<file path="src/rtl/uart_pkg.sv">
// Shared types and constants for the UART transmit path.
//
// Contents:
//   UART_BYTE_W     width of one transmitted byte
//   TX_ARB_TIMEOUT  default watchdog limit (clocks) for uart_tx_arb
//   tx_arb_state_t  uart_tx_arb FSM states (IDLE, LAUNCH, WAIT_DONE)
package uart_pkg;

  localparam int UART_BYTE_W    = 8;
  localparam int TX_ARB_TIMEOUT = 200000;

  typedef enum logic [1:0] {
    IDLE      = 2'd0,
    LAUNCH    = 2'd1,
    WAIT_DONE = 2'd2
  } tx_arb_state_t;

endpackage

</file>
<file path="src/rtl/uart_tx_arb_rr_arbiter.sv">
// rr_arbiter: combinational round-robin picker.
//
// The search begins at index (i_ptr + 1) mod N and returns the first
// requesting index as a one-hot grant.
//
// Ports:
//   i_req    [N-1:0]      request vector
//   i_ptr    [PTR_W-1:0]  last granted index
//   o_grant  [N-1:0]      one-hot winner (0 when nothing requests)
//   o_valid               at least one request present
module rr_arbiter #(
  parameter int N     = 3,
  parameter int PTR_W = (N > 1) ? $clog2(N) : 1
) (
  input  logic [N-1:0]     i_req,
  input  logic [PTR_W-1:0] i_ptr,
  output logic [N-1:0]     o_grant,
  output logic             o_valid
);

  logic [2*N-1:0] req_dbl;
  logic [2*N-1:0] req_shr;
  logic [2*N-1:0] gnt_dbl;
  logic [N-1:0]   rot_req;
  logic [N-1:0]   rot_gnt;
  logic [PTR_W:0] sh;

  // Rotate the requests so the first index to search lands on bit 0, take
  // the lowest set bit, then rotate the one-hot result back. sh is one bit
  // wider than the pointer so that ptr = N-1 yields a shift of N (identity)
  // even when N is a power of two.
  always_comb begin
    sh      = {1'b0, i_ptr} + {{PTR_W{1'b0}}, 1'b1};
    req_dbl = {i_req, i_req};
    req_shr = req_dbl >> sh;
    rot_req = req_shr[N-1:0];
    rot_gnt = rot_req & (~rot_req + N'(1));
    gnt_dbl = {{N{1'b0}}, rot_gnt} << sh;
    o_grant = gnt_dbl[N-1:0] | gnt_dbl[2*N-1:N];
    o_valid = |i_req;
  end

endmodule

</file>
<file path="src/rtl/uart_tx_arb.sv">
// uart_tx_arb: round-robin arbiter sharing one UART transmitter among
// NUM_REQ byte sources. Exactly one byte is in flight at a time, and a
// packet lock keeps a requester's multi-byte message contiguous.
//
// Optional feature: define UART_TX_ARB_TIMEOUT_EN to add a watchdog that
// aborts a stuck byte or a stalled lock after TIMEOUT_CYCLES clocks.
//
// Handshake: a requester raises i_req[k] with i_req_byte/i_req_last stable
// and holds it until o_req_ack[k] pulses for one cycle; the ack pulse is the
// only point at which the byte is consumed, so dropping i_req before the
// ack simply withdraws the byte. Toward the UART, o_tx_byte_rdy is a
// one-cycle launch with o_tx_byte valid, and i_tx_done closes the byte.
//
// Ports:
//   i_clk, i_rst_n   clock, asynchronous active-low reset
//   i_req            per-requester byte valid
//   i_req_byte       byte of requester k at [8k+7:8k]
//   i_req_last       byte ends its packet
//   o_req_ack        one-cycle consume pulse to the granted requester
//   o_tx_byte_rdy    one-cycle launch pulse to the UART
//   o_tx_byte        registered byte to the UART
//   i_tx_busy        UART busy; holds off arbitration in IDLE
//   i_tx_done        UART stop-bit-end pulse
//   o_grant          one-hot owner of the current byte or locked packet
//   o_busy           FSM not idle, or packet lock held
//   o_timeout        watchdog abort pulse (0 without the watchdog)
//   o_dbg_state      current FSM state
module uart_tx_arb
  import uart_pkg::*;
#(
  parameter int NUM_REQ        = 3,
  parameter int TIMEOUT_CYCLES = TX_ARB_TIMEOUT
) (
  input  logic                           i_clk,
  input  logic                           i_rst_n,
  input  logic [NUM_REQ-1:0]             i_req,
  input  logic [UART_BYTE_W*NUM_REQ-1:0] i_req_byte,
  input  logic [NUM_REQ-1:0]             i_req_last,
  output logic [NUM_REQ-1:0]             o_req_ack,
  output logic                           o_tx_byte_rdy,
  output logic [UART_BYTE_W-1:0]         o_tx_byte,
  input  logic                           i_tx_busy,
  input  logic                           i_tx_done,
  output logic [NUM_REQ-1:0]             o_grant,
  output logic                           o_busy,
  output logic                           o_timeout,
  output tx_arb_state_t                  o_dbg_state
);

  localparam int PTR_W = $clog2(NUM_REQ);

  tx_arb_state_t          state_q, state_d;
  logic [NUM_REQ-1:0]     grant_q, grant_d;
  logic [NUM_REQ-1:0]     ack_q, ack_d;
  logic                   rdy_q, rdy_d;
  logic [UART_BYTE_W-1:0] byte_q, byte_d;
  logic                   last_q, last_d;
  logic                   lock_q, lock_d;
  logic [PTR_W-1:0]       ptr_q, ptr_d;
  logic                   timeout_q, timeout_d;

  logic [NUM_REQ-1:0]     eligible;
  logic [NUM_REQ-1:0]     arb_grant;
  logic                   arb_valid;
  logic [UART_BYTE_W-1:0] win_byte;
  logic                   win_last;
  logic [PTR_W-1:0]       owner_idx;

`ifdef UART_TX_ARB_TIMEOUT_EN
  logic [31:0] wd_q, wd_d;
  logic        wd_run;
`endif

  // While a packet is locked only its owner may win.
  assign eligible = lock_q ? (i_req & grant_q) : i_req;

  rr_arbiter #(
    .N     (NUM_REQ),
    .PTR_W (PTR_W)
  ) u_rr (
    .i_req   (eligible),
    .i_ptr   (ptr_q),
    .o_grant (arb_grant),
    .o_valid (arb_valid)
  );

  // Mux the winner's byte/last flag and encode the current owner's index.
  always_comb begin
    win_byte  = '0;
    win_last  = 1'b0;
    owner_idx = '0;
    for (int k = 0; k < NUM_REQ; k++) begin
      if (arb_grant[k]) begin
        win_byte = i_req_byte[k*UART_BYTE_W +: UART_BYTE_W];
        win_last = i_req_last[k];
      end
      if (grant_q[k]) begin
        owner_idx = PTR_W'(k);
      end
    end
  end

  always_comb begin
    state_d   = state_q;
    grant_d   = grant_q;
    ack_d     = '0;
    rdy_d     = 1'b0;
    byte_d    = byte_q;
    last_d    = last_q;
    lock_d    = lock_q;
    ptr_d     = ptr_q;
    timeout_d = 1'b0;

    case (state_q)
      IDLE: begin
        // Launch and ack are registered here so they appear in LAUNCH.
        if (!i_tx_busy && arb_valid) begin
          grant_d = arb_grant;
          byte_d  = win_byte;
          last_d  = win_last;
          ack_d   = arb_grant;
          rdy_d   = 1'b1;
          state_d = LAUNCH;
        end
      end
      LAUNCH: begin
        // A done arriving in this cycle belongs to no byte of ours.
        state_d = WAIT_DONE;
      end
      WAIT_DONE: begin
        if (i_tx_done) begin
          state_d = IDLE;
          if (!last_q) begin
            lock_d = 1'b1;
          end else begin
            lock_d  = 1'b0;
            grant_d = '0;
            ptr_d   = owner_idx;
          end
        end
      end
      default: begin
        state_d = IDLE;
      end
    endcase

`ifdef UART_TX_ARB_TIMEOUT_EN
    // Counts while waiting on the UART, or while a locked owner has gone
    // quiet; any state change restarts it.
    wd_run = (state_q == WAIT_DONE) ||
             ((state_q == IDLE) && lock_q && !(|(i_req & grant_q)));
    wd_d   = '0;
    if ((state_d == state_q) && wd_run) begin
      if (wd_q == 32'(TIMEOUT_CYCLES - 1)) begin
        timeout_d = 1'b1;
        lock_d    = 1'b0;
        grant_d   = '0;
        ptr_d     = owner_idx;
        state_d   = IDLE;
      end else begin
        wd_d = wd_q + 32'd1;
      end
    end
`endif
  end

  always_ff @(posedge i_clk or negedge i_rst_n) begin
    if (!i_rst_n) begin
      state_q   <= IDLE;
      grant_q   <= '0;
      ack_q     <= '0;
      rdy_q     <= 1'b0;
      byte_q    <= '0;
      last_q    <= 1'b0;
      lock_q    <= 1'b0;
      ptr_q     <= PTR_W'(NUM_REQ - 1);
      timeout_q <= 1'b0;
`ifdef UART_TX_ARB_TIMEOUT_EN
      wd_q      <= '0;
`endif
    end else begin
      state_q   <= state_d;
      grant_q   <= grant_d;
      ack_q     <= ack_d;
      rdy_q     <= rdy_d;
      byte_q    <= byte_d;
      last_q    <= last_d;
      lock_q    <= lock_d;
      ptr_q     <= ptr_d;
      timeout_q <= timeout_d;
`ifdef UART_TX_ARB_TIMEOUT_EN
      wd_q      <= wd_d;
`endif
    end
  end

  assign o_grant       = grant_q;
  assign o_req_ack     = ack_q;
  assign o_tx_byte_rdy = rdy_q;
  assign o_tx_byte     = byte_q;
  assign o_busy        = (state_q != IDLE) || lock_q;
  assign o_timeout     = timeout_q;
  assign o_dbg_state   = state_q;

endmodule

</file>
<file path="config.mk">
export PLATFORM = sky130hd
export DESIGN_NAME = uart_tx_arb
export DESIGN_NICKNAME = d
export VERILOG_FILES = /design/src/rtl/uart_pkg.sv /design/src/rtl/uart_tx_arb_rr_arbiter.sv /design/src/rtl/uart_tx_arb.sv
export SDC_FILE = /design/constraint.sdc
export NUM_CORES = 1
export LEC_CHECK = 0
export CORE_MARGIN = 4
export CORE_UTILIZATION = 43
export CTS_BUF_LIST = sky130_fd_sc_hd__clkbuf_4
export DETAILED_ROUTE_END_ITERATION = 8
export PLACE_DENSITY = 0.85
export SYNTH_ARGS = -nofsm -noshare
export SYNTH_HDL_FRONTEND = slang
export SYNTH_HIERARCHICAL = 1
export SYNTH_SLANG_ARGS = --single-unit
export TNS_END_PERCENT = 30
</file>
<file path="constraint.sdc">
create_clock -name i_clk -period 2.9 [get_ports i_clk]
set_input_delay 0.58 -clock i_clk [delete_from_list [all_inputs] [get_ports i_clk]]
set_output_delay 0.58 -clock i_clk [all_outputs]
set_load 0.02 [all_outputs]
</file>
Word level (Yosys, flattened, before mapping)
Cells that the tools add are included.
Operators by class
  $add $sub $neg: 2
  equal/unequal tests: 5
  shift operators: 2
  multiplexer cells: 21
  bitwise logic cells: 4
  reduce and logical (&&, ||, !) cells: 12
Operator list (count)
  $mux 8: 3
  $mux 3: 6
  $mux 1: 7
  $and 3x3->3: 2
  $mux 2: 3
  $ne 2x2->1 const B: 3
  $pmux 2 s3: 1
  $pmux 3 s2: 1
  $reduce_and 2->1: 3
  $shl 3x3->6: 1
  $shr 6x3->3: 1
  $reduce_and 4->1: 1
  $reduce_bool 2->1: 2
  $add 2x1->3 const B: 1
  $add 3x1->3 const B: 1
  $not 3->3: 1
  $or 3x3->3: 1
  $reduce_and 3->1: 1
  $reduce_or 3->1: 1
  $eq 2x1->1 const B: 1
  $eq 2x2->1 const B: 1
  $logic_not 2->1: 1
  $logic_and 1x1->1: 1
  $logic_not 1->1: 1
  $logic_or 1x1->1: 1
Storage, ports and cells
  register bits: 21
  bits of input ports: 34

Longest topological paths before layout
  word-level depth: 11
  mapped depth: 10
  gate-level depth less buffers: 9

Modules after synthesis
Netlist, hierarchy kept.
By module, submodules not included
  uart_tx_arb: instances 1, cells each 95, area an instance 988.4 um^2, seq. area each 526.8 um^2
  rr_arbiter: instances 1, cells each 29, area an instance 249.0 um^2, seq. area each 0.0 um^2

Least setup slack after synthesis
Ideal clock, no wire load.
  path kind: in2reg
  from: in i_req[1]
  to: reg last_q
  arrival: 2638 ps
  data required time: 2772 ps
  path slack: 134 ps
  stages: 9
  buffers on the path: 1
  cell sequence: a21boi_0 nand2_1 or4_4 a211o_1 o311ai_0 clkbuf_1 inv_1 o21ai_1 o21ai_2
Between the ends
  elaborated cells on any way between the ends: 14
  classes of those cells: add/sub: 1; shift: 2; mux: 4; bitwise: 4; reduce/logical: 3
RTL lines
  start, declared: line uart_tx_arb.sv:36  | input logic [NUM_REQ-1:0] i_req,
  $and 3x3->3: line uart_tx_arb.sv:75  | assign eligible = lock_q ? (i_req & grant_q) : i_req;
  $mux 3 (*): line uart_tx_arb.sv:75
  $shr 6x3->3 (*): line uart_tx_arb_rr_arbiter.sv:35  | req_shr = req_dbl >> sh;
  $not 3->3: line uart_tx_arb_rr_arbiter.sv:37  | rot_gnt = rot_req & (~rot_req + N'(1));
  $add 3x1->3: line uart_tx_arb_rr_arbiter.sv:37
  $and 3x3->3 (*): line uart_tx_arb_rr_arbiter.sv:37
  $shl 3x3->6 (*): line uart_tx_arb_rr_arbiter.sv:38  | gnt_dbl = {{N{1'b0}}, rot_gnt} << sh;
  $or 3x3->3 (*): line uart_tx_arb_rr_arbiter.sv:39  | o_grant = gnt_dbl[N-1:0] | gnt_dbl[2*N-1:N];
  net arb_grant[2]: line uart_tx_arb.sv:63  | logic [NUM_REQ-1:0] arb_grant;
  $mux 1 (*): line uart_tx_arb.sv:93  | if (arb_grant[k]) begin
  end signal, assigned: line uart_tx_arb.sv:187  | last_q <= last_d;
  end, declared: line uart_tx_arb.sv:57  | logic last_q, last_d;
Mark *: on every way through the listed nets, which the timed path passes. The rest lies on a longest branch.
A chain may end at the register's enable or synchronous reset.

Worst setup path in the final report
  from: in i_req[2]
  to: reg byte_q[2] (netlist: o_tx_byte[2])
Between the ends
  cells in the longest elaborated chain, start to end: 11
  elaborated cells on any way between the ends: 14
  classes of those cells: add/sub: 1; shift: 2; mux: 4; bitwise: 4; reduce/logical: 3
RTL lines
  $and 3x3->3: line uart_tx_arb.sv:75
  $mux 3 (*): line uart_tx_arb.sv:75
  net eligible[2]: line uart_tx_arb.sv:62  | logic [NUM_REQ-1:0] eligible;
  $shr 6x3->3 (*): line uart_tx_arb_rr_arbiter.sv:35
  $not 3->3: line uart_tx_arb_rr_arbiter.sv:37
  $add 3x1->3: line uart_tx_arb_rr_arbiter.sv:37
  $and 3x3->3 (*): line uart_tx_arb_rr_arbiter.sv:37
  $shl 3x3->6 (*): line uart_tx_arb_rr_arbiter.sv:38
  $or 3x3->3 (*): line uart_tx_arb_rr_arbiter.sv:39
  net arb_grant[0]: line uart_tx_arb.sv:63
  $mux 8 (*) (3 in a row): line uart_tx_arb.sv:93
  end signal, assigned: line uart_tx_arb.sv:186  | byte_q <= byte_d;
  end, declared: line uart_tx_arb.sv:56  | logic [UART_BYTE_W-1:0] byte_q, byte_d;
Marked as above.

==> impl_metrics.py <==
metrics = {
    "yosys": {
        "synth_top_family_by_area": "compound AO/OA/AOI/OAI gates",
        "syn-num-nets": 159,
        "seq_area_frac_synth": 0.426,
        "synth_area_per_cell_um2": 9.98,
        "synth_common_cells": "dfrtp_1 (20), nand2_1 (13), o21ai_1 (10)",
        "synthTopCellsByArea": "dfrtp_1 (40%), a221oi_1 (6.4%), o21ai_2 (5.7%)",
        "syn_inst": 124,
        "yosysMostFrequentCell": "dfrtp_1",
        "ys.flop_type": "dfrtp_1",
        "synth_mux_area_frac": 0.0162,
        "synthXorXnorAreaFrac": 0,
        "synth.largest_area_cell": "dfrtp_1",
        "synth_top_area_frac": 0.404,
        "synth_compound_area_frac": 0.278,
        "synth_edf_count": 0,
        "yosysWarnings": 6,
        "yosys.area_share.simple": 0.193,
        "synth_cell_types": 45,
        "synth_adder_area_share": 0.0101,
        "async_flop_share": 1.00,
        "synth_area_um2": 1240,
        "ys_seq_elements": 21,
    },
    "finish": {
        "drive_gt1_frac": 0.193,
        "fin_cells": 212,
        "syn2layout_area_growth_pct": 48.9,
        "antenna-diode-count": 0,
        "stdcell_area_um2": 1840,
        "final_net_count": 217,
        "postLayoutCoreUtil": 0.668,
    },
    "critical_path": {
        "end_kind": "flop",
        "start_kind": "input pin",
        "cpPeakStageDelay_ns": 0.41,
        "cp_top_family": "compound AO/OA/AOI/OAI gates",
        "worstPathArrival_ns": 2.97,
        "path_common_cell": "a211oi_2",
        "setup.worst_path.class": "in -> reg",
        "slowest_stage": "clkdlybuf4s50_1",
        "worstPathMaxFanout": 8,
        "cp.buffers_inverters": 2,
        "crit_path_cell_trace": "clkdlybuf4s50_1, a21boi_0, buf_4, or3b_1, a211oi_2, nor3_1, a211oi_2, nor2b_2, a221oi_1, o21ai_2",
        "cp_data_required_time_ns": 3.15,
    },
    "die": {
        "pin_count": 53,
        "initial_core_util": 0.449,
        "rows": 19,
        "core-area_um2": 2760,
        "die_h_um": 61.6,
        "die-area_um2": 3800,
        "die_x_um": 61.6,
    },
    "global_routing": {
        "gr-total-overflow": 0,
        "gr-usage-all-layers": 0.188,
        "grt_max_degree": 22,
        "grt_pass1_wl_um": 5420,
        "grt_pass1_vias": 1270,
        "grt_antenna_before_repair": 0,
    },
    "min_path": {
        "hold_path.class": "reg -> reg",
    },
    "timing": {
        "setup_ws_ns": 0.177,
        "fmax_ghz": 0.367,
        "setup_viol": 0,
        "finalSetupTns_ns": 0,
        "slew_violations": 0,
        "period_share": 0.939,
        "finClkSkew_ns": 0.00767,
        "fin_hold_ws_ns": 0.498,
        "fin_crit_ns": 2.72,
        "finalHoldViolations": 0,
    },
    "detailed_routing": {
        "drc_errors": 0,
        "viasPerCell": 5.59,
        "wl_met1_um": 1400,
        "wl_met2_um": 1620,
        "dr_wl_met3_um": 259,
        "drt-total-wl_um": 3300,
        "route.antenna.remaining_nets": 0,
        "first_iter_violations": 48,
        "top_layer_used": "met4",
        "vias": 1186,
        "dr.pass1.iters": 4,
        "detail_route.wl_per_cell_um": 15.6,
    },
    "clock_tree": {
        "clk_pin_slew_ns": 0.12,
        "cts_buffers": 3,
        "clock-sinks": 21,
        "cts_max_path_buffers": 2,
        "root_buffer": "clkbuf_4",
        "post_cts_buffers": 0,
        "insertion_delay_ns": 0.30,
        "cts_max_level": 1,
        "cts_tree": "done",
    },
    "status": {
        "status": "finished clean",
    },
    "placed_design": {
        "place_ws_ns": -0.306,
        "port_buffers": 51,
        "dp.cells": 208,
        "dpl.hpwl_um": 2560,
        "globalplace.congestion": 0.895,
        "place_area_um2": 1800,
    },
    "job": {
        "drv_cap": 0,
    },
    "pwr": {
        "power_mw": 1.89,
        "ir_drop_uv": 663,
        "powerDensity_nw_per_um2": 1020,
        "leakage_nw": 0.784,
    },
}
==> sequential cells by signal, summed over array words and instances (netlist names) <==
signal	count
ptr_q	2
last_q	1
o_dbg_state	2
o_grant	3
o_tx_byte	8
o_req_ack	3
lock_q	1
o_tx_byte_rdy	1
==> worst paths after layout <==
path	startpoint	to	slack, ns	depth (start not counted)
min	o_tx_byte[0]$_DFFE_PN0P_	o_tx_byte[0]$_DFFE_PN0P_	0.50	2
min in group asynchronous	i_rst_n	ptr_q[0]$_DFFE_PN0P_	0.61	2
min reg2reg	o_tx_byte[0]$_DFFE_PN0P_	o_tx_byte[0]$_DFFE_PN0P_	0.50	2
max in group asynchronous	i_rst_n	ptr_q[1]$_DFFE_PN1P_	2.02	2
max reg2reg	o_grant[2]$_DFFE_PN0P_	o_tx_byte[2]$_DFFE_PN0P_	0.35	10
max	i_req[2]	o_tx_byte[2]$_DFFE_PN0P_	0.18	10
==> report_power, final <==
group / switching, mW / leakage [nW] / internal [mW]
combinational: 0.640 / 0.499 / 0.598
clock: 0.0916 / 0.0139 / 0.0525
sequential: 0.0996 / 0.270 / 0.405
total: 0.831 / 0.784 / 1.05
==> cell families after synthesis <==
family                     Yosys count
muxes                                2
AOI/OAI and AO/OA                   45
and+or+nand+nor                     38
DFF                                 21
adders and majority gates            1
other                                1
buffers and inverters               16
==> timing repair <==
item                                    4_1_cts  5_1_grt
gates resized for setup                       0        2
endpoints found under the setup margin        0        9
hold buffers                                  0        0
hold endpoints to repair                      0        0
==> area by class of cell <==
| type | count | area (um^2) |
|---|---|---|
| repair buffers | 62 | 593 |
| inverters | 7 | 26.3 |
| clock buffers | 3 | 22.5 |
| fillers | 245 | 915 |
| well taps | 31 | 38.8 |
| clock inverters | 1 | 7.51 |
| flip-flops and latches | 21 | 527 |
| multi-input cells | 87 | 628 |
==> tightest hold or removal path: stages, from the launching register on <==
cell and delay, ns:
dfrtp_1 0.37, nand2_1 0.06, o21ai_2 0.05
==> placed cells by master (no fill, tap or decap), drive strengths merged, types with 2 or more instances in the layout <==
cell type,count
clkbuf,3
buf,11
or3,2
and2,3
inv,7
nor2,4
nand2,13
dfrtp,20
nor2b,2
clkdlybuf4s50,51
o21ai,19
a221oi,9
a21boi,3
mux2i,2
a211oi,2
a21o,5
==> per-layer routing <==
metal / track usage / vias to the layer above
li1: - / 566
met1: 0.223 / 567
met2: 0.344 / 51
met3: 0.0524 / 2
met4: 0.0273 / 0
met5: 0 / -
No activity file was read; power rests on OpenSTA's default activity.
